<file path="config.mk">
export PLATFORM = sky130hd
export DESIGN_NAME = p2s_stream
export DESIGN_NICKNAME = d
export VERILOG_FILES = /design/src/rtl/p2s_pkg.sv /design/src/rtl/p2s_hold.sv /design/src/rtl/p2s_stream.sv
export SDC_FILE = /design/constraint.sdc
export NUM_CORES = 1
export LEC_CHECK = 0
export BUFFER_PORTS_ARGS = -buffer_cell sky130_fd_sc_hd__buf_2
export CAP_MARGIN = 20
export CORE_MARGIN = 4
export CORE_UTILIZATION = 50
export DETAILED_ROUTE_END_ITERATION = 10
export PLACE_DENSITY = 0.71
export SLEW_MARGIN = 20
export SYNTH_ARGS = -nofsm -noshare
export SYNTH_HDL_FRONTEND = slang
export SYNTH_SLANG_ARGS = --single-unit
</file>
<file path="constraint.sdc">
create_clock -name clk -period 2.3 [get_ports clk]
set_input_delay 0.46 -clock clk [delete_from_list [all_inputs] [get_ports clk]]
set_output_delay 0.46 -clock clk [all_outputs]
set_load 0.03 [all_outputs]
</file>
<file path="src/rtl/p2s_pkg.sv">
// p2s_pkg: shared types and constants for the p2s_stream serialiser.
// Parity enable follows the P2S_PARITY_EN macro.
package p2s_pkg;
    typedef enum logic {IDLE = 1'b0, SHIFT = 1'b1} state_e;
`ifdef P2S_PARITY_EN
    localparam bit PAR_EN = 1'b1;
`else
    localparam bit PAR_EN = 1'b0;
`endif
    function automatic int cnt_w(input int frame_len);
        return (frame_len > 1) ? $clog2(frame_len) : 1;
    endfunction
endpackage

</file>
<file path="src/rtl/p2s_hold.sv">
// p2s_hold: one-entry holding buffer that parks a word while the shifter is busy.
module p2s_hold #(
    parameter int DW = 8
) (
    input  logic          clk,
    input  logic          rst_n,
    input  logic          push_i,
    input  logic          pop_i,
    input  logic [DW-1:0] data_i,
    output logic [DW-1:0] data_o,
    output logic          full_o
);
    logic          full_q, full_d;
    logic [DW-1:0] data_q, data_d;

    always_comb begin
        full_d = push_i ? 1'b1 : pop_i ? 1'b0 : full_q;
        data_d = push_i ? data_i : data_q;
    end

    always_ff @(posedge clk or negedge rst_n) begin
        if (!rst_n) begin
            full_q <= 1'b0;
            data_q <= '0;
        end else begin
            full_q <= full_d;
            data_q <= data_d;
        end
    end

    assign data_o = data_q;
    assign full_o = full_q;
endmodule

</file>
<file path="src/rtl/p2s_stream.sv">
// p2s_stream: DW-bit valid/ready words to a gap-free serial bit stream with sof/eof strobes.
// Define P2S_PARITY_EN to append an even-parity bit to every frame.
module p2s_stream
    import p2s_pkg::*;
#(
    parameter int   DW        = 8,
    parameter bit   MSB_FIRST = 1'b0,
    parameter logic IDLE_LVL  = 1'b0
) (
    input  logic          clk,
    input  logic          rst_n,
    input  logic [DW-1:0] din,
    input  logic          din_vld,
    output logic          din_rdy,
    output logic          dout,
    output logic          dout_vld,
    output logic          sof,
    output logic          eof,
    output logic          busy
);
    localparam int FRAME_LEN = DW + (PAR_EN ? 1 : 0);
    localparam int CW = cnt_w(FRAME_LEN);
    localparam logic [CW-1:0] LAST_IDX = CW'(FRAME_LEN - 1);

    state_e        state_q, state_d;
    logic [CW-1:0] cnt_q, cnt_d;
    logic [DW-1:0] sh_q, sh_d, hold_data;
    logic          hold_full, last, free, xfer, load_new, load_hold, load, data_bit, bit_out;

    assign last      = (state_q == SHIFT) && (cnt_q == LAST_IDX);
    assign xfer      = din_vld && !hold_full;
    // The shifter can take a fresh word only when nothing is queued ahead of it.
    assign free      = (state_q == IDLE) || (last && !hold_full);
    assign load_new  = xfer && free;
    assign load_hold = last && hold_full;
    assign load      = load_new || load_hold;

    p2s_hold #(.DW(DW)) u_hold (
        .clk    (clk),
        .rst_n  (rst_n),
        .push_i (xfer && !free),
        .pop_i  (load_hold),
        .data_i (din),
        .data_o (hold_data),
        .full_o (hold_full)
    );

    always_comb begin
        state_d = load ? SHIFT : last ? IDLE : state_q;
        cnt_d   = (load || last) ? '0 : (state_q == SHIFT) ? cnt_q + 1'b1 : cnt_q;
        sh_d    = load_new ? din : load_hold ? hold_data :
                  (state_q == SHIFT) ? (MSB_FIRST ? {sh_q[DW-2:0], 1'b0} : {1'b0, sh_q[DW-1:1]}) : sh_q;
    end

    always_ff @(posedge clk or negedge rst_n) begin
        if (!rst_n) begin
            state_q <= IDLE;
            cnt_q   <= '0;
            sh_q    <= '0;
        end else begin
            state_q <= state_d;
            cnt_q   <= cnt_d;
            sh_q    <= sh_d;
        end
    end

    assign data_bit = MSB_FIRST ? sh_q[DW-1] : sh_q[0];

`ifdef P2S_PARITY_EN
    logic par_q, par_d;

    assign par_d = load_new ? ^din : load_hold ? ^hold_data : par_q;

    always_ff @(posedge clk or negedge rst_n) begin
        if (!rst_n) par_q <= 1'b0;
        else        par_q <= par_d;
    end

    assign bit_out = (cnt_q == CW'(DW)) ? par_q : data_bit;
`else
    assign bit_out = data_bit;
`endif

    assign dout_vld = (state_q == SHIFT);
    assign dout     = dout_vld ? bit_out : IDLE_LVL;
    assign sof      = dout_vld && (cnt_q == '0);
    assign eof      = last;
    assign busy     = dout_vld || hold_full;
    assign din_rdy  = !hold_full;
endmodule

</file>
# Word level (Yosys, flattened, before mapping)
# Index checks and enable logic that the tools add are counted.
# word_totals
register_bits	21
in_bits	11
output_inout_bits	6
# op_classes
n_addsub	1
eq_ne	1
mux	10
bitwise_logic	1
n_reduce_logical	18
# ops
op	count
$mux W8	3
$logic_and A1 B1 Y1	7
$mux W3	2
$reduce_bool A2 Y1	3
$mux W1	5
$logic_or A1 B1 Y1	4
$add A3 B1 Y3 const B	1
$eq A3 B3 Y1 const B	1
$logic_not A3 Y1	1
$reduce_bool A3 Y1	1
$logic_not A1 Y1	2
$not A1 Y1	1

# Logic depth before layout (Yosys ltp)
# logic_depth
ltp_word	8
mapped_depth	6

# Modules after synthesis
# From an unflattened synthesis, not the netlist that was laid out.
# hier_totals
cells_unflattened	103
area_unflattened_um2	1242.4
# modules_own_cells
mod	n_inst	cells_per_inst	area_per_inst_um2	seq_area_each_um2
p2s_stream	1	83	873.3	300.3
p2s_hold	1	20	369.1	225.2

# Worst setup path after synthesis
# No wires, ideal clock.
# synth_path
kind	reg2reg
start	register cnt_q[0]
end	register sh_q[7]
setup_ns	0.126
arrival_time_ns	1.703
required_time_ns	2.174
slack_ns	0.471
path_stages_with_launch	7
period_less_slack_ns	1.829
cell_sequence	dfrtp_1 -> ha_1 -> ha_1 -> buf_2 -> and2_1 -> a22o_1 -> a221o_1
# synth_between
elab_chain_cells	6
word_cells_on_any_way	9
# synth_lines
element	line_no	rtl
start, declared	p2s_stream.sv:26	logic [CW-1:0] cnt_q, cnt_d;
start signal, assigned	p2s_stream.sv:62	cnt_q <= cnt_d;
$eq A3 B3 Y1 (*)	p2s_stream.sv:30	assign last = (state_q == SHIFT) && (cnt_q == LAST_IDX);
$logic_and A1 B1 Y1 (*)	p2s_stream.sv:30	
via eof	p2s_stream.sv:18	output logic eof,
$logic_and A1 B1 Y1	p2s_stream.sv:33	assign free = (state_q == IDLE) || (last && !hold_full);
$logic_or A1 B1 Y1	p2s_stream.sv:33	
$logic_and A1 B1 Y1	p2s_stream.sv:34	assign load_new = xfer && free;
$reduce_bool A3 Y1 (no source line) or $mux W8 (tied branches)	n/a	
end signal, assigned	p2s_stream.sv:59	sh_q <= '0;
end signal, assigned	p2s_stream.sv:63	sh_q <= sh_d;
end, declared	p2s_stream.sv:27	logic [DW-1:0] sh_q, sh_d, hold_data;
# Mark *: on every way through the listed nets, which the timed path passes. The rest lies on a longest branch.
# A chain may end at the register's enable or synchronous reset.

# Worst setup path after layout
# layout_path
start	register cnt_q[0]
end	output eof
# layout_between
elab_chain_cells	2
# layout_lines
element	line_no
$eq A3 B3 Y1	p2s_stream.sv:30
$logic_and A1 B1 Y1	p2s_stream.sv:30
end, declared	p2s_stream.sv:18
# Every way passes these cells.

==> impl_results.md <==
* Synth Net Count at 113
* Sequential area share after synthesis at 0.454
* Mapped Cells at between 90 and 100
* Max incr delay on CP at roughly 400 ps
* Global routing's busiest layer: met2
* CORE AREA at between 2000 and 2500 µm²
* Row count at 17
* H-Tree Depth at 1
* Die height at roughly 56 µm
* R2R Setup Slk at about 400 ps
* Setup repair bufs after CTS at 0
* Num ports at 17
* Share of post-route cells with drive strength above 1 at 0.307
* DP Wirelength at 1590 µm
* Total GRT Usage at 0.147
* Hold buffer count at cts at 0
* DRC viols at 0
* Layout area overhead at 8.97%
* Max stage delay cell, worst path: dfrtp_1
* CTS tree: built
* Nets@finish at approximately 130
* Yosys reg bits at 21
* Post-route clock period utilization at 0.926
* Count of non-filler cells in the finished layout at 142
* GR Layer Usage met1 at 0.190
* Setup TNS at 0 ps
* RSZ-0062 raised after global routing: no
* Comb pwr share at 0.514
* Setup crit end kind: output port
* Most frequent CP cell: ha_1
* CTS root buf: clkbuf_4
* Routed wire per std cell at around 15 µm
* Antenna diodes at 0
* Internal at between 1 and 1.5 mW
* Critical path type: reg2out
* Final slew viol count at 0
* Met3 Use GR at 0.0302
* Via count at 825
* Clock Path Buffers at 2
* MaxCap Viol Count at 0
* Worst-path cell chain: ha_1 -> ha_1 -> and2_1 -> buf_2
* Ys Warns at 0
* Leak pwr at roughly 0.6 nW
* DRT Pass-1 Iters at 4
* Distinct cells, synth at 23
* Clock Latency Late Sink at around 300 ps
* Yosys top cell area share at 0.454
* Setup violations, final at 0
* Antenna-violating nets left at 0
* Worst Path Arrival at between 1500 and 2000 ps
* Clock sink total at 21
* Final Hold Fails at 0
* Mean Syn Cell Area at ~12 µm²
* Worst hold slack at ~96 ps
* Part of the power in registers at 0.388
* Port bufs at 16
* Util after Layout at 0.570
* Critical Path Fanout Max at 11
* DRT Wirelength at ~2200 µm
* Pin count of the biggest net entering global routing at 22
* Fmax at ~470 MHz
* Sw Share at 0.400
* Met2 Track Usage GR at 0.227
* Data required, critical path at roughly 1800 ps
* Initial Utilization at 0.523
* Placed instance count at around 140
* CTS clock-pin slew for the worst setup and hold paths at 120 ps
* CP Launch Type: flip-flop
* Post-CTS Resized at 0
* Vias in the first global route at between 800 and 900
* RD Place Congestion at 0.774
* Initial antenna violation count at 0
* Area contributors post-synth: dfrtp_1 45%, mux2_2 8.8%, a22o_1 7.6%
* Post-Synthesis Cell Area at approximately 1200 µm²
* Power per Cell Area at 1400 nW/µm²
* Max_slew headroom at 0.618
* Status: complete, no violations
* Grt ovf at 0
* Worst Clk Skew at 7.77 ps
* Via density at between 5 and 6
* Yosys top cell by area: dfrtp_1
* Sw power at about 0.7 mW
* DRT iter0 DRCs at 21
* Die area at roughly 3100 µm²
* Worst hold path type: in2async
* Die width at ~56 µm
* First-pass GRT wire length at 3660 µm
* Clock group share of total power at 0.098
* Slew @ Worst Pin at roughly 560 ps
* Peak VDD IR at ~660 µV
* Final min period at roughly 2100 ps
* Total CTS buffers at 3
worst paths after layout:
path / startpoint / endpoint / cells after the start
worst max-delay path: cnt_q[0] / eof / 4
worst min-delay path: rst_n / cnt_q[2] / 1
worst max register to register: cnt_q[0] / u_hold.data_o[5] / 4
worst min register to register: sh_q[1] / sh_q[1] / 1
max in group asynchronous: rst_n / u_hold.data_o[2] / 1
min in group clk: din[7] / sh_q[7] / 2
layout by cell type (no fill, tap or decap), types with 2 or more instances in the layout:
cell type	netlist	layout
a21boi_0	7	7
a22o_1	10	10
and2_1	2	2
buf_2	4	16
buf_4	0	2
clkbuf_4	0	3
dfrtp_1	21	21
ha_1	3	3
inv_1	4	4
mux2_2	9	9
mux2i_1	8	8
nand2_1	2	2
nor2_1	2	2
nor2b_1	2	2
o21bai_1	7	7
o22ai_1	7	7
through the flow:
stage | power [mW] | setup slack (ps) | instance area, µm²
after detailed placement | 1.60 | 397 | 1230
final | 1.76 | 171 | 1260
after global placement | 1.58 | 489 | 1230
after global routing | 1.90 | 37.4 | 1260
after CTS | 1.78 | 136 | 1260
after floorplan | 1.41 | 471 | 1160
state kept, by name (all words and copies together) (netlist names):
| name | cells |
|---|---|
| u_hold.data_o | 8 |
| sh_q | 8 |
| u_hold.full_o | 1 |
| dout_vld | 1 |
| cnt_q | 3 |
power groups by stage:
stage               clock network (mW)  logic (mW)  registers, mW
floorplan                            0       0.763          0.649
global placement                     0       0.894          0.683
detailed placement                   0       0.913          0.690
CTS                              0.181       0.917          0.683
global route                     0.196       0.994          0.708
finish                           0.172       0.904          0.683
critical path, delay by kind of cell (launching register included):
kind                       cells  cell delay (ps)
adders and majority gates      2              530
DFF                            1              400
buffers and inverters          1              210
and+or+nand+nor                1              230
area by class of cell:
type	count	area [µm²]
sequential	21	526
tap	28	35.0
timing repair buffer	18	95.1
fill	199	951
clock inverter	1	5.00
inverter	5	18.8
multi-input combinational	66	559
clock buffer	3	22.5
routing by layer:
metal,up-vias,wire [µm]
met1,396,976
li1,397,-
met4,0,71
met3,8,109
met5,-,0
met2,24,1010
Yosys cell counts (all sizes together):
cell / instances
dfrtp: 21
a22o: 10
mux2: 9
mux2i: 8
a21boi: 7
buf: 7
o21bai: 7
o22ai: 7
inv: 5
ha: 3
and2: 2
nand2: 2
nor2: 2
nor2b: 2
nor3: 2
o21ai: 2
a21oi: 1
a221o: 1
nand2b: 1
cells by family after synthesis:
logic type / after synthesis / share of synthesized area
flip-flops: 21 / 0.454
AO/OA/AOI/OAI: 35 / 0.229
adder cells (fa/ha/maj): 3 / 0.0324
AND/OR/NAND/NOR: 11 / 0.0649
multiplexers: 17 / 0.157
buffers and inverters: 12 / 0.0627
Power figures use the tool's default switching activity.
